File: config.mk
export PLATFORM = sky130hd
export DESIGN_NAME = fpmul_arbiter
export DESIGN_NICKNAME = d
export VERILOG_FILES = /design/src/rtl/fpmul_arbiter.sv
export SDC_FILE = /design/constraint.sdc
export NUM_CORES = 1
export LEC_CHECK = 0
export CORE_AREA = 2 2 154 156
export CTS_CLUSTER_DIAMETER = 200
export DETAILED_ROUTE_END_ITERATION = 10
export DIE_AREA = 0 0 156 158
export GPL_TIMING_DRIVEN = 0
export PLACE_DENSITY = 0.63
export SETUP_SLACK_MARGIN = 0.05
export SLEW_MARGIN = 5
export SYNTH_ARGS = -nofsm -noshare
export SYNTH_HDL_FRONTEND = slang
export SYNTH_SLANG_ARGS = --single-unit
File: constraint.sdc
create_clock -name clk_i -period 10.4 [get_ports clk_i]
set_clock_uncertainty 0.15 [all_clocks]
set_input_delay 2.08 -clock clk_i [delete_from_list [all_inputs] [get_ports clk_i]]
set_output_delay 2.08 -clock clk_i [all_outputs]
set_load 0.1 [all_outputs]
File: src/rtl/fpmul_arbiter.sv
// Round-robin sharing of one FP32 multiplier among N_REQ requesters; one operation in flight.
// Optional WAIT watchdog under `FPMUL_ARB_TIMEOUT_EN` (quiet-NaN response plus sticky timeout_err_o).
module fpmul_arbiter #(
  parameter int N_REQ   = 4,
  parameter int TIMEOUT = 64
) (
  input  logic                 clk_i,
  input  logic                 rst_i,
  input  logic [N_REQ-1:0]     req_valid_i,
  input  logic [32*N_REQ-1:0]  req_op1_i,
  input  logic [32*N_REQ-1:0]  req_op2_i,
  output logic [N_REQ-1:0]     req_ack_o,
  output logic [N_REQ-1:0]     rsp_valid_o,
  output logic [31:0]          rsp_res_o,
  output logic                 mul_ready_o,
  output logic [31:0]          mul_op1_o,
  output logic [31:0]          mul_op2_o,
  input  logic [31:0]          mul_res_i,
  input  logic                 mul_done_i,
  output logic                 busy_o
`ifdef FPMUL_ARB_TIMEOUT_EN
  ,
  output logic                 timeout_err_o
`endif
);

  localparam int IDXW = (N_REQ > 1) ? $clog2(N_REQ) : 1;

  if (N_REQ < 2 || N_REQ > 8 || TIMEOUT < 2) begin : g_param_chk
    $error("fpmul_arbiter: N_REQ must be 2..8 and TIMEOUT at least 2");
  end

  typedef enum logic [1:0] {S_IDLE, S_ISSUE, S_WAIT} state_t;

  state_t            state_q, state_d;
  logic [IDXW-1:0]   idx_q, idx_d;
  logic [IDXW-1:0]   last_q, last_d;
  logic [N_REQ-1:0]  req_ack_q, req_ack_d;
  logic [N_REQ-1:0]  rsp_valid_q, rsp_valid_d;
  logic [31:0]       rsp_res_q, rsp_res_d;
  logic              mul_ready_q, mul_ready_d;
  logic [31:0]       mul_op1_q, mul_op1_d;
  logic [31:0]       mul_op2_q, mul_op2_d;
  logic              busy_q, busy_d;

  logic              win_vld;
  logic [IDXW-1:0]   win_idx;
  logic [IDXW-1:0]   win_cand;
  logic [31:0]       op1_arr [N_REQ];
  logic [31:0]       op2_arr [N_REQ];

`ifdef FPMUL_ARB_TIMEOUT_EN
  localparam int CNTW = $clog2(TIMEOUT);
  logic [CNTW-1:0]   cnt_q, cnt_d;
  logic              terr_q, terr_d;
`endif

  for (genvar g = 0; g < N_REQ; g++) begin : g_unpack
    assign op1_arr[g] = req_op1_i[32*g +: 32];
    assign op2_arr[g] = req_op2_i[32*g +: 32];
  end

  // Scan from farthest to nearest so the first set bit after last_q wins.
  always_comb begin
    win_vld  = 1'b0;
    win_idx  = last_q;
    win_cand = '0;
    for (int k = N_REQ; k >= 1; k--) begin
      win_cand = IDXW'((int'(last_q) + k) % N_REQ);
      if (req_valid_i[win_cand]) begin
        win_vld = 1'b1;
        win_idx = win_cand;
      end
    end
  end

  always_comb begin
    state_d     = state_q;
    idx_d       = idx_q;
    last_d      = last_q;
    req_ack_d   = '0;
    rsp_valid_d = '0;
    rsp_res_d   = rsp_res_q;
    mul_ready_d = 1'b0;
    mul_op1_d   = mul_op1_q;
    mul_op2_d   = mul_op2_q;
    busy_d      = busy_q;
`ifdef FPMUL_ARB_TIMEOUT_EN
    cnt_d       = cnt_q;
    terr_d      = terr_q;
`endif
    case (state_q)
      S_IDLE: begin
        if (win_vld) begin
          state_d            = S_ISSUE;
          idx_d              = win_idx;
          last_d             = win_idx;
          req_ack_d[win_idx] = 1'b1;
          mul_op1_d          = op1_arr[win_idx];
          mul_op2_d          = op2_arr[win_idx];
          mul_ready_d        = 1'b1;
          busy_d             = 1'b1;
        end
      end
      S_ISSUE: begin
        state_d = S_WAIT;
`ifdef FPMUL_ARB_TIMEOUT_EN
        cnt_d   = '0;
`endif
      end
      S_WAIT: begin
        // A done arriving together with the timeout still completes normally.
        if (mul_done_i) begin
          rsp_res_d          = mul_res_i;
          rsp_valid_d[idx_q] = 1'b1;
          state_d            = S_IDLE;
          busy_d             = 1'b0;
        end
`ifdef FPMUL_ARB_TIMEOUT_EN
        else if (cnt_q == CNTW'(TIMEOUT - 1)) begin
          rsp_res_d          = 32'h7FC0_0000;
          rsp_valid_d[idx_q] = 1'b1;
          terr_d             = 1'b1;
          state_d            = S_IDLE;
          busy_d             = 1'b0;
        end else begin
          cnt_d = cnt_q + 1'b1;
        end
`endif
      end
      default: begin
        state_d = S_IDLE;
        busy_d  = 1'b0;
      end
    endcase
  end

  always_ff @(posedge clk_i or posedge rst_i) begin
    if (rst_i) begin
      state_q     <= S_IDLE;
      idx_q       <= '0;
      last_q      <= IDXW'(N_REQ - 1);
      req_ack_q   <= '0;
      rsp_valid_q <= '0;
      rsp_res_q   <= '0;
      mul_ready_q <= 1'b0;
      mul_op1_q   <= '0;
      mul_op2_q   <= '0;
      busy_q      <= 1'b0;
`ifdef FPMUL_ARB_TIMEOUT_EN
      cnt_q       <= '0;
      terr_q      <= 1'b0;
`endif
    end else begin
      state_q     <= state_d;
      idx_q       <= idx_d;
      last_q      <= last_d;
      req_ack_q   <= req_ack_d;
      rsp_valid_q <= rsp_valid_d;
      rsp_res_q   <= rsp_res_d;
      mul_ready_q <= mul_ready_d;
      mul_op1_q   <= mul_op1_d;
      mul_op2_q   <= mul_op2_d;
      busy_q      <= busy_d;
`ifdef FPMUL_ARB_TIMEOUT_EN
      cnt_q       <= cnt_d;
      terr_q      <= terr_d;
`endif
    end
  end

  assign req_ack_o   = req_ack_q;
  assign rsp_valid_o = rsp_valid_q;
  assign rsp_res_o   = rsp_res_q;
  assign mul_ready_o = mul_ready_q;
  assign mul_op1_o   = mul_op1_q;
  assign mul_op2_o   = mul_op2_q;
  assign busy_o      = busy_q;
`ifdef FPMUL_ARB_TIMEOUT_EN
  assign timeout_err_o = terr_q;
`endif

endmodule

Word level (Yosys, flattened, before mapping) --
Index checks and enable logic that the tools add are counted.
Storage, ports and cells: memory bits (writable) 0, bits in registers 112, input port bits 295, output and inout bits 106, memory bits (read-only) 0, latch bits 0, memories 0
Operators by class: reduce and logical (&&, ||, !) cells 7, add/subtract/negate cells 4, multiply operators 0, $lt $le $gt $ge 9, div/mod/pow operators 0, shift-type cells 0, equal/unequal tests 4, mux-type cells 38, bitwise logic cells 2
Operators by type and width (number):
- 32-bit binary-select mux with 2-bit select | 2
- 32-bit two-way mux | 4
- 2-bit by 3-bit < comparator with 1-bit output (second input constant) | 6
- 4-bit two-way mux | 4
- 1-bit two-way mux | 14
- 2-bit two-way mux | 6
- 1-bit binary-select mux with 2-bit select | 4
- 2-bit one-hot mux with 3 select lines | 1
- 2-bit AND reduction | 3
- 2-bit by 1-bit adder with 2-bit output (second input constant) | 2
- 2-bit adder (second input constant) | 2
- 1-bit demux with 2-bit select | 2
- 2-bit by 1-bit greater-or-equal comparator with 1-bit output (second input constant) | 2
- 2-bit inequality test (second input constant) | 2
- 3-bit greater-or-equal comparator (second input constant) | 1
- 2-bit NOT with 3-bit output | 1
- 1-bit one-hot mux with 3 select lines | 1
- 3-bit AND reduction | 1
- 2-bit by 1-bit equality test with 1-bit output (second input constant) | 1
- 2-bit equality test (second input constant) | 1
- 1-bit logical AND | 2
- 2-bit zero test | 1
- 1-bit NOT | 1

Logic depth before layout (Yosys ltp) --
Gate-level depths: netlist (run 1).
depth in word-level cells 13, gate-level depth with buffers 9

Least setup slack after synthesis (run 1) --
OpenSTA, ideal clock, no wires.
kind in2reg, from input port req_valid_i[0], to register mul_op2_q[10] (netlist: mul_op2_o[10]), stages 9, required time 10.116 ns, setup slack 6.853 ns, data arrival time 3.263 ns, buffers on the path 3, cells stage by stage nor4_1 > or3_1 > buf_4 > inv_4 > nand3_2 > buf_6 > buf_6 > a211oi_2 > a211oi_2
On the way: cells in the longest elaborated chain, start to end 10
Ends and longest elaborated chain:
- from (decl) | line 9 | input logic [N_REQ-1:0] req_valid_i,
- 1-bit binary-select mux with 2-bit select | line 70 | if (req_valid_i[win_cand]) begin
- 1-bit two-way mux (implied by the code) | line 70
- 2-bit two-way mux (4 in a row) | line 70
- 2-bit NOT with 3-bit output (implied by the code) | line 100 | mul_op2_d = op2_arr[win_idx];
- 32-bit binary-select mux with 2-bit select | line 100
- 32-bit two-way mux (implied by the code) (2 in a row) | line 100
- to (signal assigned) | line 163 | mul_op2_q <= mul_op2_d;
- to (decl) | line 43 | logic [31:0] mul_op2_q, mul_op2_d;
Parallel ways exist; a longest one is shown, timed or not. The select of a mux whose other input is x is not followed. A chain may end at the register's enable or synchronous reset.

Worst setup path after layout (run 1) --
from input port req_valid_i[1], to register mul_op1_q[10] (netlist: mul_op1_o[10])
On the way: cells in the longest elaborated chain, start to end 10
Ends and longest elaborated chain:
- 1-bit binary-select mux with 2-bit select | line 70
- 1-bit two-way mux (implied by the code) | line 70
- 2-bit two-way mux (4 in a row) | line 70
- 2-bit NOT with 3-bit output (implied by the code) | line 99 | mul_op1_d = op1_arr[win_idx];
- 32-bit binary-select mux with 2-bit select | line 99
- 32-bit two-way mux (implied by the code) (2 in a row) | line 99
- to (signal assigned) | line 162 | mul_op1_q <= mul_op1_d;
- to (decl) | line 42 | logic [31:0] mul_op1_q, mul_op1_d;
Parallel ways exist; a longest one is shown, timed or not. The select of a mux whose other input is x is not followed.

==> results.ini, run 1 <==
[run_status]
status = finished, final reports clean

[placement]
placed_area_um2 = 10900
numPortBuffers = 400
place_congestion = 0.827
dp_hpwl_um = 20500
post-place-ws_ns = 5.62

[floorplanning]
start_util_pct = 28.2
die-area_um2 = 24600
rows = 56
core-area_um2 = 23100
die_y_um = 158
io-pin-count = 401
die_w_um = 156

[drt]
wl_per_cell_um = 18.6
drc = 0
routed_wl_um = 26200
vias_per_cell = 4.81
drtPass1Iterations = 5
num_vias = 6782
drtIter0Drc = 330
antenna_left = 0

[logic_synthesis]
yosys-top-cells-area = dfrtp_1 42%, a211oi_2 10%, mux2i_1 10%
synth_seq_cells = 112
yosysWarningCount = 0
synth_fp_nets = 999
synth_area_per_cell_um2 = 9.22
ys_seq_area_share_pct = 43.2
synth_area_um2 = 6490
synth_top_cell_area_share_pct = 42.4
synth_top_area_cell = dfrtp_1
syn_inst = 704
ys_types = 31

[clocking]
cts_tree = done
clockRootBuffer = clkbuf_16
h-tree-depth = 3
post_cts_buffers = 0
cts_sinks = 112
ctsResizeCount = 0
numCtsBuffers = 9
clk_pin_slew_ns = 0.08
clkLatencyLatePin_ns = 0.35
hold_buffers = 0
clockBufferDepth = 2

[grt]
grt.overflow.total = 0
grt_pass1_vias = 6856
grt_max_degree = 66
grt_pass1_wl_um = 38700
grt_antenna_before_repair = 0
grt_use_total_pct = 20.7

[layout]
diodes = 0
final_core_util_pct = 48.5
area_growth_syn_to_layout_pct = 72.4
final_net_count = 1411
fillers = 2209
drive_gt1_share_pct = 9.46
final_area_um2 = 11200

[timing]
whs_ns = 0.331
min_period_ns = 4.38
setup_violations = 0
tns_ns = 0
setup_slack_ns = 6.02
rsz0062_at_grt = no
slew_headroom_pct = 30.7
worstMarginPinSlew_ns = 1.04
max_clock_freq_mhz = 228
hold_violations = 0
timing.final.crit_share_pct = 42.1
slew_viol_final = 0

[power]
ir_worst_vdd_mv = 0.146
powerDensity_nw_per_um2 = 371
p_leak_nw = 4.75

[worst_setup_path]
setup.worst_path.class = in2reg
cp_max_fo = 10
cp.arrival_ns = 4.44
crit_required_ns = 10.46
end_kind = flop
critPathLaunchType = input pin

[run]
maxCapViolCount = 0

[min_path]
hp-class = reg2reg

==> cells by family (layout without fill, tap and decap cells) <==
kind of cell | Yosys count | count (layout) | share of synthesized area [%]
compound gates | 201 | 201 | 25.9
simple gates | 192 | 192 | 11.7
buf+inv | 134 | 551 | 9.17
flops | 112 | 112 | 43.2
mux | 65 | 65 | 10.0
==> cell type report <==
type	count	area (µm²)	share of cell area [%]
Buffer	63	327	2.92
Clock buffer	9	225	2.01
Clock inverter	7	73.8	0.660
Inverter	71	274	2.45
Multi-Input combinational cell	458	3090	27.6
Sequential cell	112	2810	25.1
Tap cell	290	363	3.24
Timing Repair Buffer	401	4030	36.0
==> cells in the final DEF (no fill, tap or decap), types with 3 or more instances in the layout <==
cell             instances
inv_6                    3
inv_1                   68
a31oi_1                 65
buf_2                   18
nor3_1                   3
a211oi_1                76
buf_6                    5
nor2_1                  70
a211oi_2                52
clkdlybuf4s50_1        400
dfrtp_1                110
clkbuf_1                32
mux2i_1                 65
buf_4                    8
nand2_1                107
clkbuf_16                9
and3_1                   3
==> power by group <==
group | switching (mW) | internal (mW)
combinational | 2.21 | 0.819
clock | 0.182 | 0.169
sequential | 0.118 | 0.652
total | 2.51 | 1.64
==> cell usage after synthesis <==
library cell	count
clkbuf_1	32
and3_1	3
a21oi_1	1
nor2b_1	1
inv_1	69
nor3_1	3
dfstp_2	2
dfrtp_1	110
a21boi_1	1
buf_6	5
nand2b_1	2
and2_1	1
nand2_1	107
o21a_1	2
nor4_1	1
o21ai_1	1
a211oi_1	76
o22ai_1	1
nand3b_1	1
buf_2	18
mux2i_1	65
nand3_2	1
a31oi_1	65
nor2_1	70
a21o_1	2
or3_1	1
inv_4	1
clkinv_1	1
buf_4	8
a211oi_2	52
nor2_2	1
==> metal layers <==
metal / routed length [µm] / vias to the layer above / track usage [%]
met3: 1760 / 44 / 5.23
met4: 705 / 0 / 6.73
met1: 10800 / 3148 / 25.1
met2: 12900 / 290 / 35.9
met5: 0 / - / 0
li1: - / 3300 / -
==> stage by stage <==
stage | cells | power [mW]
2_1_floorplan | 704 | 3.00
3_3_place_gp | 1394 | 3.80
3_5_place_dp | 1395 | 3.83
4_1_cts | 1411 | 4.19
5_1_grt | 1411 | 4.37
6_report | 1411 | 4.15
==> sequential cells by signal (all words and copies together), names as in the netlist <==
signal / flops
rsp_valid_o: 4
rsp_res_o: 32
mul_op2_o: 32
req_ack_o: 4
busy_o: 1
last_q: 2
mul_ready_o: 1
state_q: 2
mul_op1_o: 32
idx_q: 2
==> worst max-delay path, cell delays in order <==
cell and delay [ns]:
clkdlybuf4s50_1 0.54, nor4_1 0.10, or3_1 0.31, buf_4 0.18, nor2_2 0.58, clkbuf_1 0.49, a211oi_1 0.15
==> worst paths after layout <==
kind                           startpoint             to  slack [ns]  depth (start not counted)
max in group asynchronous           rst_i      last_q[0]        7.38                          3
min in group asynchronous           rst_i   rsp_res_o[8]        1.98                          2
setup / recovery           req_valid_i[1]  mul_op1_o[10]        6.02                          7
hold reg to reg             rsp_res_o[12]  rsp_res_o[12]        0.33                          2
setup reg to reg                last_q[1]   mul_op1_o[5]        7.87                          7
hold / removal              rsp_res_o[12]  rsp_res_o[12]        0.33                          2
(Power assumes the default switching activity.)
==> run 2, diff against run 1 <==
--- a/config.mk
+++ b/config.mk
@@ -5,12 +5,12 @@
 export SDC_FILE = /design/constraint.sdc
 export NUM_CORES = 1
 export LEC_CHECK = 0
-export CORE_AREA = 2 2 154 156
+export CORE_AREA = 2 2 155 157
 export CTS_CLUSTER_DIAMETER = 200
 export DETAILED_ROUTE_END_ITERATION = 10
-export DIE_AREA = 0 0 156 158
+export DIE_AREA = 0 0 157 159
 export GPL_TIMING_DRIVEN = 0
-export PLACE_DENSITY = 0.63
+export PLACE_DENSITY = 0.65
 export SETUP_SLACK_MARGIN = 0.05
 export SLEW_MARGIN = 5
 export SYNTH_ARGS = -nofsm -noshare
==> constraint.sdc (replaced) <==
create_clock -name clk_i -period 3.9 [get_ports clk_i]
set_clock_uncertainty 0.15 [all_clocks]
set_input_delay 0.78 -clock clk_i [delete_from_list [all_inputs] [get_ports clk_i]]
set_output_delay 0.78 -clock clk_i [all_outputs]
set_load 0.1 [all_outputs]
==> results.ini, run 2 (synthesized netlist as in run 1, its figures left out) <==
[drt]
routed_wl_um = 26700  ; +2.1%
drtPass1Iterations = 4  ; -1
antenna_left = 0  ; unchanged
vias_per_cell = 4.70  ; -2.2%
drc = 0  ; unchanged
wl_per_cell_um = 18.5  ; -0.12%
num_vias = 6781  ; -0.015%
drtIter0Drc = 284  ; -14%

[timing]
setup_slack_ns = 0.821  ; -5.20 ns
timing.final.crit_share_pct = 79.0
min_period_ns = 3.08
tns_ns = 0  ; unchanged
setup_violations = 0  ; unchanged
slew_viol_final = 0  ; unchanged
max_clock_freq_mhz = 325
hold_violations = 0  ; unchanged
worstMarginPinSlew_ns = 1.10  ; +0.0681 ns
slew_headroom_pct = 26.2  ; -4.6 points
rsz0062_at_grt = no

[grt]
grt_max_degree = 35  ; -47%
grt_pass1_vias = 7064  ; +3.0%
grt_pass1_wl_um = 40100  ; +3.5%
grt_antenna_before_repair = 2  ; +2
grt.overflow.total = 0  ; unchanged
globalRouteMet1Util_pct = 24.5  ; -0.62 points
use_met3_pct = 6.51  ; +1.3 points
grt_use_total_pct = 20.9  ; +0.21 points
top_usage_layer = met2
met2_usage_pct = 36.5  ; +0.62 points

[power]
pwr-share-seq_pct = 18.4  ; about the same
p_leak_nw = 4.78  ; +0.64%
p_sw_mw = 6.72  ; +170%
intPower_mw = 4.44  ; +170%
combPwrFrac_pct = 72.4  ; -0.6 points
switching_share_pct = 60.2  ; -0.30 points
clockPowerShare_pct = 9.2  ; +0.7 points
ir_worst_vdd_mv = 0.562  ; +280%
powerDensity_nw_per_um2 = 989  ; +170%

[floorplanning]
start_util_pct = 28.0  ; -0.17 points
core-area_um2 = 23200  ; +0.61%
die_w_um = 157  ; +0.64%
die_y_um = 159  ; +0.63%
die-area_um2 = 25000  ; +1.3%
io-pin-count = 401  ; unchanged
rows = 56  ; unchanged

[layout]
drive_gt1_share_pct = 9.62  ; +0.16 points
area_growth_syn_to_layout_pct = 73.8
final_net_count = 1413  ; +0.14%
final_area_um2 = 11300  ; +0.86%
stdcell_count = 1443  ; +2.3%
final_common_cell = clkdlybuf4s50_1
mostFrequentLayoutCells = 400 x clkdlybuf4s50_1, 110 x dfrtp_1, 107 x nand2_1

[worst_setup_path]
cp.arrival_ns = 3.15  ; -1.29 ns
setup.worst_path.class = in2reg
critPathLaunchType = input pin
r2r_slack_ns = 1.25  ; -6.62 ns
crit_required_ns = 3.97  ; -6.49 ns
end_kind = flop
cp_max_fo = 10  ; unchanged

[min_path]
hp-class = reg2reg

[clocking]
numCtsBuffers = 9  ; unchanged
hold_buffers = 0  ; unchanged
cts_sinks = 112  ; unchanged
clk_pin_slew_ns = 0.08  ; about the same
h-tree-depth = 3  ; unchanged
ctsResizeCount = 0  ; unchanged
clkLatencyLatePin_ns = 0.35  ; about the same
cts_tree = done
clockBufferDepth = 2  ; unchanged
clockRootBuffer = clkbuf_16
post_cts_buffers = 0  ; unchanged

[run_status]
status = finished, final reports clean

[placement]
post-place-ws_ns = 0.439  ; -5.18 ns
dp_cells = 1426  ; +2.2%
placed_area_um2 = 11000  ; +0.62%
place_congestion = 0.863  ; +4.3%
dp_hpwl_um = 20700  ; +0.84%
numPortBuffers = 400  ; unchanged

[run]
maxCapViolCount = 0  ; unchanged

## run 2: cell count changes in the layout (fill, tap and decap cells not counted), sizes merged
cell	change
clkinvlp	-1
inv	-1
bufinv	+1
clkinv	+1
buf	+2
diode	+1
## run 2: power by group through the flow
stage	combinational [mW]	clock (mW)	sequential, mW
after floorplan	2.28	0	5.73
after global placement	8.09	0	2.05
after detailed placement	8.13	0	2.07
after CTS	8.14	1.06	2.05
after global routing	8.47	1.11	2.12
final	8.08	1.03	2.05
## run 2: final cells by class
type	instances	area, µm²
plain buffers	63	327
diodes	1	2.50
clock inverters	7	100
repair buffers	403	4060
multi-input cells	458	3090
clock buffers	9	225
inverters	71	273
fillers	2267	11900
well taps	319	399
flip-flops and latches	112	2810
## run 2: path summary, 6_finish.rpt
kind | startpoint | end | cells past startpoint
min in group asynchronous | rst_i | rsp_res_o[30] | 2
min | rsp_res_o[7] | rsp_res_o[7] | 2
max | req_valid_i[2] | mul_op1_o[1] | 8
max reg2reg | last_q[1] | mul_op1_o[1] | 7
max in group asynchronous | rst_i | mul_op2_o[31] | 4
min reg2reg | rsp_res_o[7] | rsp_res_o[7] | 2
## run 2: critical path, stage by stage
cell,delay (ns)
clkdlybuf4s50_1,0.52
nand2b_1,0.12
a21o_1,0.12
clkbuf_1,0.61
clkbuf_1,0.43
a31oi_1,0.14
a211oi_1,0.34
a211oi_1,0.09
## run 2: routing by layer
layer / up-vias / share of wire (%)
li1: 3313 / -
met1: 3152 / 41
met2: 281 / 49
met3: 33 / 8.1
met4: 2 / 2.3
met5: - / 0.049
## run 2: metrics by stage
step	util (%)	power, mW	hold WS, ns
finish	48.7	11.2	0.327
global route	48.7	11.7	0.349
CTS	48.7	11.3	0.330
global placement	47.0	10.1	0.308
detailed placement	47.3	10.2	0.311
floorplan	-	8.01	0.305
==> run 3, diff against run 2 <==
--- a/config.mk
+++ b/config.mk
@@ -10,7 +10,7 @@
 export DETAILED_ROUTE_END_ITERATION = 10
 export DIE_AREA = 0 0 157 159
 export GPL_TIMING_DRIVEN = 0
-export PLACE_DENSITY = 0.65
+export PLACE_DENSITY = 0.63
 export SETUP_SLACK_MARGIN = 0.05
 export SLEW_MARGIN = 5
 export SYNTH_ARGS = -nofsm -noshare
==> constraint.sdc (replaced) <==
create_clock -name clk_i -period 3.2 [get_ports clk_i]
set_clock_uncertainty 0.15 [all_clocks]
set_input_delay 0.64 -clock clk_i [delete_from_list [all_inputs] [get_ports clk_i]]
set_output_delay 0.64 -clock clk_i [all_outputs]
set_load 0.1 [all_outputs]
==> results.ini, run 3 (synthesized netlist as in run 1, its figures left out) <==
[floorplanning]
io-pin-count = 401  ; unchanged
die_y_um = 159  ; unchanged
rows = 56  ; unchanged
core-area_um2 = 23200  ; unchanged
die_w_um = 157  ; unchanged
start_util_pct = 28.0  ; unchanged
die-area_um2 = 25000  ; unchanged

[timing]
whs_ns = 0.326  ; -0.00154 ns
setup_slack_ns = 0.270  ; -0.551 ns
timing.final.crit_share_pct = 91.6
max_clock_freq_mhz = 341
hold_violations = 0  ; unchanged
min_period_ns = 2.93
slew_viol_final = 0  ; unchanged
worstMarginPinSlew_ns = 1.10  ; -0.00468 ns
rsz0062_at_grt = no
slew_headroom_pct = 26.5  ; +0.31 points
setup_violations = 0  ; unchanged

[grt]
met2_usage_pct = 37.4  ; +0.82 points
use_met3_pct = 5.44  ; -1.1 points
grt.overflow.total = 0  ; unchanged
globalRouteMet1Util_pct = 25.5  ; +1.0 points
grt_use_total_pct = 21.4  ; +0.49 points
grt_max_degree = 35  ; unchanged
grt_pass1_wl_um = 40900  ; +2.1%
grt_antenna_before_repair = 0  ; -2
top_usage_layer = met2
grt_pass1_vias = 7129  ; +0.92%

[clocking]
clkLatencyLatePin_ns = 0.35  ; about the same
cts_sinks = 112  ; unchanged
h-tree-depth = 3  ; unchanged
clk_pin_slew_ns = 0.07  ; about the same
clockRootBuffer = clkbuf_16
clockBufferDepth = 2  ; unchanged
numCtsBuffers = 9  ; unchanged
cts_tree = done

[layout]
fillers = 2235  ; -1.4%
diodes = 0  ; -1
final_core_util_pct = 48.8  ; +0.15 points
final_net_count = 1413  ; unchanged
mostFrequentLayoutCells = 400 x clkdlybuf4s50_1, 110 x dfrtp_1, 107 x nand2_1
final_area_um2 = 11300  ; +0.30%
drive_gt1_share_pct = 9.71  ; +0.089 points
final_common_cell = clkdlybuf4s50_1
area_growth_syn_to_layout_pct = 74.4

[min_path]
hp-class = reg2reg

[power]
power_mw = 13.7  ; +23%
p_leak_nw = 4.80  ; +0.43%
switching_share_pct = 59.4  ; -0.77 points
clockPowerShare_pct = 10.0  ; +0.8 points
intPower_mw = 5.57  ; +25%
combPwrFrac_pct = 71.7  ; -0.7 points
pwr-share-seq_pct = 18.3  ; about the same
p_sw_mw = 8.15  ; +21%
powerDensity_nw_per_um2 = 1210  ; +23%
ir_worst_vdd_mv = 0.542  ; -3.6%

[worst_setup_path]
critPathLaunchType = input pin
cp.arrival_ns = 2.98  ; -0.17 ns
end_kind = flop
crit_required_ns = 3.25  ; -0.72 ns
cp_max_fo = 10  ; unchanged
r2r_slack_ns = 0.60  ; -0.65 ns
setup.worst_path.class = in2reg

[run]
maxCapViolCount = 0  ; unchanged

[placement]
post-place-ws_ns = -0.162  ; -0.601 ns
numPortBuffers = 400  ; unchanged
placed_area_um2 = 11000  ; unchanged
place_congestion = 0.849  ; -1.5%
dp_hpwl_um = 21400  ; +3.3%

[drt]
drtPass1Iterations = 5  ; +1
antenna_left = 0  ; unchanged
drc = 0  ; unchanged
routed_wl_um = 27200  ; +1.6%
num_vias = 6792  ; +0.16%
drtIter0Drc = 200  ; -30%
vias_per_cell = 4.71  ; +0.23%
wl_per_cell_um = 18.8  ; +1.7%

[run_status]
status = finished, final reports clean

==> run 3: cell types whose count changed in the layout (fill, tap and decap cells not counted), sizes merged <==
cell | previous run | this run
clkinv | 5 | 2
bufinv | 1 | 3
diode | 1 | 0
inv | 71 | 72
==> run 3: path summary, 6_finish.rpt <==
kind | from | endpoint | cells after the start
hold / removal | rsp_res_o[3] | rsp_res_o[3] | 2
max in group asynchronous | rst_i | last_q[1] | 4
min in group asynchronous | rst_i | mul_op1_o[24] | 2
hold reg to reg | rsp_res_o[3] | rsp_res_o[3] | 2
setup reg to reg | last_q[1] | mul_op1_o[3] | 7
setup / recovery | req_valid_i[1] | mul_op1_o[7] | 7
==> run 3: critical path, stage by stage <==
cell	delay [ns]
clkdlybuf4s50_1	0.56
nor4_1	0.10
or3_1	0.31
buf_4	0.17
nor2_2	0.53
clkbuf_1	0.51
a211oi_1	0.15
==> run 3: per-layer routing <==
layer | vias up | part of all wire (%)
li1 | 3315 | -
met1 | 3155 | 40
met2 | 287 | 49
met3 | 35 | 8.1
met4 | 0 | 2.4
met5 | - | 0
==> run 3: final cells by class <==
class                           instances  area (µm²)  share of cell area, %
Timing Repair Buffer                  403        4060                   35.9
Buffer                                 63         328                   2.90
Clock inverter                          7         135                   1.19
Multi-Input combinational cell        458        3090                   27.3
Inverter                               71         273                   2.41
Tap cell                              319         399                   3.53
Sequential cell                       112        2810                   24.8
Clock buffer                            9         225                   1.99
==> run 3: what timing repair did <==
action / 4_1_cts / 5_1_grt
setup buffers: 0 / 0
endpoints found under the setup margin: 0 / 1
hold buffers: 0 / 0
gates resized for setup: 0 / 2
hold endpoints to repair: 0 / 0
==> run 3: stage by stage <==
step	cells	TNS, ns
4_1_cts	1442	0
2_1_floorplan	704	0
3_3_place_gp	1423	-32.39
3_5_place_dp	1426	-3.41
6_report	1442	0
5_1_grt	1442	0
==> run 3: power groups by stage <==
stage	combinational [mW]	sequential, mW	clock (mW)
global route	10.3	2.59	1.47
CTS	9.92	2.51	1.42
finish	9.84	2.51	1.37
floorplan	2.78	6.98	0
detailed placement	9.91	2.53	0
global placement	9.86	2.51	0
